### config.mk
export PLATFORM = sky130hd
export DESIGN_NAME = memory_sequencer
export DESIGN_NICKNAME = d
export VERILOG_FILES = /design/src/rtl/memory_sequencer.sv
export SDC_FILE = /design/constraint.sdc
export NUM_CORES = 1
export LEC_CHECK = 0
export ABC_AREA = 1
export BUFFER_PORTS_ARGS = -buffer_cell sky130_fd_sc_hd__buf_2
export CORE_ASPECT_RATIO = 1.75
export CORE_UTILIZATION = 40
export CTS_BUF_LIST = sky130_fd_sc_hd__clkbuf_8
export DETAILED_ROUTE_END_ITERATION = 8
export GPL_TIMING_DRIVEN = 0
export PLACE_DENSITY = 0.57
export SLEW_MARGIN = 25
export SYNTH_ARGS = -nofsm -noshare
export SYNTH_HDL_FRONTEND = slang
export SYNTH_HIERARCHICAL = 1
export SYNTH_SLANG_ARGS = --single-unit
### constraint.sdc
create_clock -name clk_in -period 3.05 [get_ports clk_in]
set_input_delay 0.4575 -clock clk_in [delete_from_list [all_inputs] [get_ports clk_in]]
set_output_delay 0.4575 -clock clk_in [all_outputs]
set_load 0.05 [all_outputs]
### src/rtl/memory_sequencer.sv
// memory_sequencer: queued instruction sequencer for the memory port; issue 2 cycles after accept, flush/abc NOPs inserted.
// instr_ready_out drops when the queue is full or after END; define MEMORY_SEQUENCER_TIMEOUT_EN to bound WAIT_ABC.

module seq_fifo #(
  parameter int WIDTH = 32,
  parameter int DEPTH = 4
) (
  input  logic             i_clk,
  input  logic             i_rst_n,
  input  logic             i_push,
  input  logic [WIDTH-1:0] i_dat,
  input  logic             i_pop,
  output logic [WIDTH-1:0] o_dat,
  output logic             o_full,
  output logic             o_empty
);
  localparam int AW = $clog2(DEPTH);

  logic [WIDTH-1:0] r_mem [DEPTH];
  logic [AW:0]      r_wr_ptr;
  logic [AW:0]      r_rd_ptr;

  // Extra pointer bit distinguishes full from empty when the indices match.
  assign o_empty = (r_wr_ptr == r_rd_ptr);
  assign o_full  = (r_wr_ptr[AW] != r_rd_ptr[AW]) && (r_wr_ptr[AW-1:0] == r_rd_ptr[AW-1:0]);
  assign o_dat   = r_mem[r_rd_ptr[AW-1:0]];

  always_ff @(posedge i_clk or negedge i_rst_n) begin
    if (!i_rst_n) begin
      r_wr_ptr <= '0;
      r_rd_ptr <= '0;
    end else begin
      if (i_push && !o_full)  r_wr_ptr <= r_wr_ptr + 1'b1;
      if (i_pop  && !o_empty) r_rd_ptr <= r_rd_ptr + 1'b1;
    end
  end

  always_ff @(posedge i_clk) begin
    if (i_push && !o_full) r_mem[r_wr_ptr[AW-1:0]] <= i_dat;
  end
endmodule

module memory_sequencer #(
  parameter int INSTRUCTION_WIDTH = 32,
  parameter int FIFO_DEPTH        = 4,
  parameter int TIMEOUT_CYCLES    = 8
) (
  input  logic                         clk_in,
  input  logic                         rst_in,
  input  logic [INSTRUCTION_WIDTH-1:0] instr_in,
  input  logic                         instr_valid_in,
  output logic                         instr_ready_out,
  output logic [INSTRUCTION_WIDTH-1:0] mem_instr_out,
  output logic                         mem_instr_valid_out,
  input  logic                         buffer_valid_in,
  output logic                         buffer_ack_out,
  input  logic                         fma_ready_in,
  input  logic                         abc_valid_in,
  output logic                         done_out,
  output logic                         error_out,
  output logic [15:0]                  issued_count_out
);
  localparam int W = INSTRUCTION_WIDTH;

  localparam logic [3:0] OP_NOP    = 4'b0000;
  localparam logic [3:0] OP_END    = 4'b0001;
  localparam logic [3:0] OP_SMA    = 4'b0110;
  localparam logic [3:0] OP_LOADI  = 4'b0111;
  localparam logic [3:0] OP_LOADB  = 4'b1010;
  localparam logic [3:0] OP_WRITEB = 4'b1100;
  localparam logic [3:0] OP_SENDL  = 4'b1110;

  typedef enum logic [2:0] {S_IDLE, S_ISSUE, S_FLUSH, S_WAIT_ABC, S_DONE} state_t;

  if (FIFO_DEPTH < 2 || (FIFO_DEPTH & (FIFO_DEPTH - 1)) != 0 || TIMEOUT_CYCLES < 1) begin : g_param_check
    $error("memory_sequencer: FIFO_DEPTH must be a power of two >= 2 and TIMEOUT_CYCLES >= 1");
  end

  state_t       r_state, w_state_nxt;
  logic [W-1:0] r_instr, w_instr_nxt;
  logic [W-1:0] r_mem_instr, w_mem_instr_nxt;
  logic         r_mem_vld, w_mem_vld_nxt;
  logic         r_ack, w_ack_nxt;
  logic         r_done, w_done_nxt;
  logic         r_error, w_error_nxt;
  logic [15:0]  r_count, w_count_nxt;
  logic         w_push, w_pop, w_full, w_empty;
  logic [W-1:0] w_head;
  logic [3:0]   w_head_op, w_cur_op;
  logic         w_issue_go;

`ifdef MEMORY_SEQUENCER_TIMEOUT_EN
  localparam int TW = (TIMEOUT_CYCLES > 1) ? $clog2(TIMEOUT_CYCLES) : 1;
  localparam logic [TW-1:0] TO_LAST = TW'(TIMEOUT_CYCLES - 1);
  logic [TW-1:0] r_to_cnt, w_to_cnt_nxt;
`endif

  seq_fifo #(.WIDTH(W), .DEPTH(FIFO_DEPTH)) u_fifo (
    .i_clk   (clk_in),
    .i_rst_n (rst_in),
    .i_push  (w_push),
    .i_dat   (instr_in),
    .i_pop   (w_pop),
    .o_dat   (w_head),
    .o_full  (w_full),
    .o_empty (w_empty)
  );

  assign instr_ready_out = !w_full && !r_done;
  assign w_push          = instr_valid_in && instr_ready_out;
  assign w_head_op       = w_head[W-1 -: 4];
  assign w_cur_op        = r_instr[W-1 -: 4];
  // LOADB waits for a buffered line, WRITEB for the FMA blocks; everything else issues at once.
  assign w_issue_go      = (w_cur_op == OP_LOADB)  ? buffer_valid_in :
                           (w_cur_op == OP_WRITEB) ? fma_ready_in    : 1'b1;

  always_comb begin
    w_state_nxt     = r_state;
    w_instr_nxt     = r_instr;
    w_mem_instr_nxt = '0;
    w_mem_vld_nxt   = 1'b0;
    w_ack_nxt       = 1'b0;
    w_done_nxt      = r_done;
    w_error_nxt     = r_error;
    w_count_nxt     = r_count;
    w_pop           = 1'b0;
`ifdef MEMORY_SEQUENCER_TIMEOUT_EN
    w_to_cnt_nxt    = '0;
`endif
    case (r_state)
      S_IDLE: begin
        if (!w_empty) begin
          w_pop = 1'b1;
          case (w_head_op)
            OP_NOP: ;
            OP_END: begin
              w_state_nxt = S_DONE;
              w_done_nxt  = 1'b1;
            end
            OP_SMA, OP_LOADI, OP_SENDL, OP_LOADB, OP_WRITEB: begin
              w_instr_nxt = w_head;
              w_state_nxt = S_ISSUE;
            end
            default: w_error_nxt = 1'b1;
          endcase
        end
      end
      S_ISSUE: begin
        if (w_issue_go) begin
          w_mem_vld_nxt   = 1'b1;
          w_mem_instr_nxt = r_instr;
          w_count_nxt     = r_count + 16'd1;
          w_ack_nxt       = (w_cur_op == OP_LOADB);
          case (w_cur_op)
            OP_SENDL, OP_LOADB: w_state_nxt = S_FLUSH;
            OP_WRITEB:          w_state_nxt = S_WAIT_ABC;
            default:            w_state_nxt = S_IDLE;
          endcase
        end
      end
      S_FLUSH: begin
        w_mem_vld_nxt = 1'b1;
        w_state_nxt   = S_IDLE;
      end
      S_WAIT_ABC: begin
        if (abc_valid_in) begin
          w_state_nxt = S_IDLE;
        end else begin
`ifdef MEMORY_SEQUENCER_TIMEOUT_EN
          if (r_to_cnt == TO_LAST) begin
            w_error_nxt = 1'b1;
            w_state_nxt = S_IDLE;
          end else begin
            w_mem_vld_nxt = 1'b1;
            w_to_cnt_nxt  = r_to_cnt + 1'b1;
          end
`else
          w_mem_vld_nxt = 1'b1;
`endif
        end
      end
      S_DONE: ;
      default: w_state_nxt = S_IDLE;
    endcase
  end

  always_ff @(posedge clk_in or negedge rst_in) begin
    if (!rst_in) begin
      r_state     <= S_IDLE;
      r_instr     <= '0;
      r_mem_instr <= '0;
      r_mem_vld   <= 1'b0;
      r_ack       <= 1'b0;
      r_done      <= 1'b0;
      r_error     <= 1'b0;
      r_count     <= '0;
`ifdef MEMORY_SEQUENCER_TIMEOUT_EN
      r_to_cnt    <= '0;
`endif
    end else begin
      r_state     <= w_state_nxt;
      r_instr     <= w_instr_nxt;
      r_mem_instr <= w_mem_instr_nxt;
      r_mem_vld   <= w_mem_vld_nxt;
      r_ack       <= w_ack_nxt;
      r_done      <= w_done_nxt;
      r_error     <= w_error_nxt;
      r_count     <= w_count_nxt;
`ifdef MEMORY_SEQUENCER_TIMEOUT_EN
      r_to_cnt    <= w_to_cnt_nxt;
`endif
    end
  end

  assign mem_instr_out       = r_mem_instr;
  assign mem_instr_valid_out = r_mem_vld;
  assign buffer_ack_out      = r_ack;
  assign done_out            = r_done;
  assign error_out           = r_error;
  assign issued_count_out    = r_count;
endmodule

==> key figures <==
Flow run
  • Maxcap violations: 0

Global routing
  • First-pass GRT wire length: 30500 microns
  • Initial antenna violation count: 2
  • Vias in the first global route: 6004
  • Pin count of the biggest net entering global routing: 60
  • Global route overflow: 0
  • Tot GR Track Use: 17.5%

Worst setup path
  • Critical Path AT: 2.99 ns
  • Critical-path maximum fanout: 20
  • Startpoint Class: flip-flop
  • CP Data Required Time: 3.31 ns
  • CP Class: reg -> reg
  • Setup crit end kind: flip-flop

Cells and area
  • Layout Cells excl Fill: 1232
  • Nets: 954
  • Area Overhead vs Synth: 18.9%
  • Layout cells sized above 1: 23.6%
  • Final instance area: 10700 sq um

Logic synthesis
  • Post-synth EDFFs: 128
  • Area of the mapped netlist: 8960 sq um
  • Sequential share of the synthesized area: 68.9%
  • Synth Net Count: 824
  • Synth async-reset ratio: 42.1%
  • #FFs+latches synth: 221
  • Library cells used by synthesis: 34
  • Synth Warn #: 6
  • Top_reg_cell synth: edfxtp_1
  • Area leader, netlist: edfxtp_1
  • Synthesized instance count: 780
  • Most area-consuming cells after synthesis: edfxtp_1 (43%), dfrtp_1 (26%), nor2_1 (5.4%)
  • Top cell type's share of synthesized area: 42.9%
  • Syn Area/Cell: 11.5 sq um

Drt
  • First-pass DRT Iterations: 6
  • Routed Antenna Nets: 0
  • Residual DRC: 0
  • Via/cell ratio: 4.82
  • DR vias: 5941
  • DR WL/cell: 15.9 microns
  • Initial DRC count: 246
  • Routed WL: 19600 microns

CTS
  • Clk slew on worst S/H paths: 0.07 ns
  • CTS Root Cell: clkbuf_8
  • Clock Sinks: 221
  • Insertion delay to the later sink of the worst-skew pair: 0.57 ns
  • Clock Tree Buf Depth: 3
  • Cts repair resizes: 0
  • H-tree lvl count: 1
  • CTS tree: built
  • Post-CTS Setup Bufs: 0
  • Inserted Clock Buffers: 31

Timing
  • Final worst path period share: 89.4%
  • Final setup violation count: 0
  • Worst Tran Pin Value: 0.582 ns
  • Final Critical Period: 2.73 ns
  • Final hold vios: 0
  • Peak Freq: 367 MHz
  • Layout Skew: 0.0236 ns
  • Max-slew violation count: 0
  • WHS: 0.0968 ns
  • RSZ-0062 raised after global routing: no
  • Max-slew headroom: 61.2%

Floorplanning
  • Row cnt: 72
  • Initial Utilization: 40.6%
  • Die H: 200 microns
  • Io pins: 91
  • Core footprint: 22100 sq um
  • DIE AREA: 23000 sq um
  • Die width: 115 microns

Placed design
  • Final HPWL DP: 13300 microns
  • Final Wtd Congestion: 0.783
  • # port buffers: 90
  • Cell Area, Placed: 9940 sq um
  • Post-placement cell count: 1172

Outcome
  • Status: complete, no violations

Pwr
  • Worst vdd ir: 451 uV
  • Static Leak: 4.53 nW
  • Power per cell area: 656 nW/um^2

Hold path
  • Hold WC Path Type: in -> reg
==> flip-flops by register name (all words and copies together), names as in the netlist <==
| name | count |
|---|---|
| r_state | 3 |
| mem_instr_valid_out | 1 |
| done_out | 1 |
| u_fifo/r_wr_ptr | 3 |
| mem_instr_out | 32 |
| r_instr | 32 |
| u_fifo/r_rd_ptr | 3 |
| u_fifo/r_mem | 128 |
| issued_count_out | 16 |
| error_out | 1 |
| buffer_ack_out | 1 |
==> critical path, cell delays in order, from the launching register on <==
cell and delay, ns:
dfrtp_1 0.48, buf_6 0.20, nand2_2 0.08, nand2_4 0.06, nand3_4 0.11, inv_1 0.06, nor3b_1 0.47, nand2_2 0.25
nor2_4 0.44, buf_12 0.25
==> cell usage after synthesis, types with 3 or more instances <==
cell type  count
buf_2         13
buf_6         10
clkbuf_1       8
dfrtp_1       93
edfxtp_1     128
ha_1           6
inv_1         67
inv_2          4
nand2_1      124
nand2_2        6
nand3_1       21
nand3b_1       3
nand4_1        8
nor2_1       128
o21ai_0       45
o21ai_1       33
o21ai_2       28
o22ai_1       32
xnor2_1        3
==> cell usage in the layout, fill, tap and decap left out, types with 2 or more instances in the layout <==
master / Yosys / layout
inv_1: 67 / 74
buf_12: 0 / 3
buf_6: 10 / 11
o22ai_1: 32 / 32
inv_2: 4 / 5
nand4_1: 8 / 8
nand2_2: 6 / 6
bufinv_16: 0 / 6
clkbuf_1: 8 / 8
buf_2: 13 / 102
buf_4: 2 / 2
nand3_1: 21 / 21
clkinv_1: 0 / 3
nand3b_1: 3 / 3
nor2_4: 0 / 3
clkbuf_8: 0 / 31
o21ai_0: 45 / 45
xor2_1: 2 / 2
edfxtp_1: 128 / 128
o21ai_1: 33 / 33
nand3_2: 2 / 2
xnor2_1: 3 / 3
dfrtp_1: 93 / 93
nand2_4: 2 / 2
clkinv_2: 0 / 9
o21ai_2: 28 / 28
buf_16: 0 / 2
nor2_1: 128 / 125
nand2_1: 124 / 124
ha_1: 6 / 6
nand3_4: 2 / 2
==> routing by layer <==
layer,up-vias,GRT usage [%],routed length [microns]
met2,138,33.7,10600
met4,2,5.68,410
li1,2900,-,-
met3,35,2.96,772
met1,2866,19.2,7850
met5,-,0,10
==> stage by stage <==
stage          utilization [%]  power, W  setup TNS, ns  setup slack (ns)
6_report                  48.3   0.00699              0             0.323
3_3_place_gp              44.3   0.00438        -154.81             -1.56
4_1_cts                   48.3   0.00709              0             0.277
5_1_grt                   48.3   0.00730              0             0.135
2_1_floorplan                -   0.00413          -7.44           -0.0775
3_5_place_dp              45.0   0.00449              0             0.283
==> where the power goes <==
| group | internal, W | total [W] | switching (W) |
|---|---|---|---|
| logic | 0.000235 | 0.000765 | 0.000530 |
| registers | 0.00356 | 0.00365 | 0.0000883 |
| clock network | 0.00147 | 0.00258 | 0.00111 |
==> kinds of logic after synthesis <==
kind of cell | Yosys count | synth area share, %
compound gates | 142 | 9.66
buf+inv | 104 | 5.46
flops | 221 | 68.9
simple gates | 301 | 14.5
fa+ha+maj | 6 | 0.838
xor+xnor | 6 | 0.671
==> path summary, 6_finish.rpt <==
path | cells after the start | end | from | slack (ns)
min in group asynchronous | 2 | r_state[0]$_DFFE_PN0P_ | rst_in | 0.37
max in group asynchronous | 3 | r_instr[9]$_DFFE_PN0P_ | rst_in | 2.09
hold reg to reg | 1 | error_out$_DFFE_PN0P_ | error_out$_DFFE_PN0P_ | 0.50
setup reg to reg | 9 | u_fifo/r_mem[1][2]$_DFFE_PP_ | u_fifo/r_rd_ptr[0]$_DFFE_PN0P_ | 0.32
hold / removal | 1 | u_fifo/r_mem[1][9]$_DFFE_PP_ | instr_in[9] | 0.1
setup / recovery | 9 | u_fifo/r_mem[1][2]$_DFFE_PP_ | u_fifo/r_rd_ptr[0]$_DFFE_PN0P_ | 0.32
==> repair_timing <==
| action | in CTS | in global routing |
|---|---|---|
| endpoints found under the setup margin | 0 | 0 |
| hold buffers | 1 | 0 |
| hold endpoints to repair | 34 | 0 |
==> cell type report <==
cell class	count	area [sq um]
fillers	2051	11400
flip-flops and latches	221	6170
multi-input cells	455	2320
repair buffers	97	597
clock buffers	31	427
well taps	296	370
clock inverters	27	278
inverters	71	267
plain buffers	33	223
diodes	1	2.50
No activity file was read; power rests on OpenSTA's default activity.
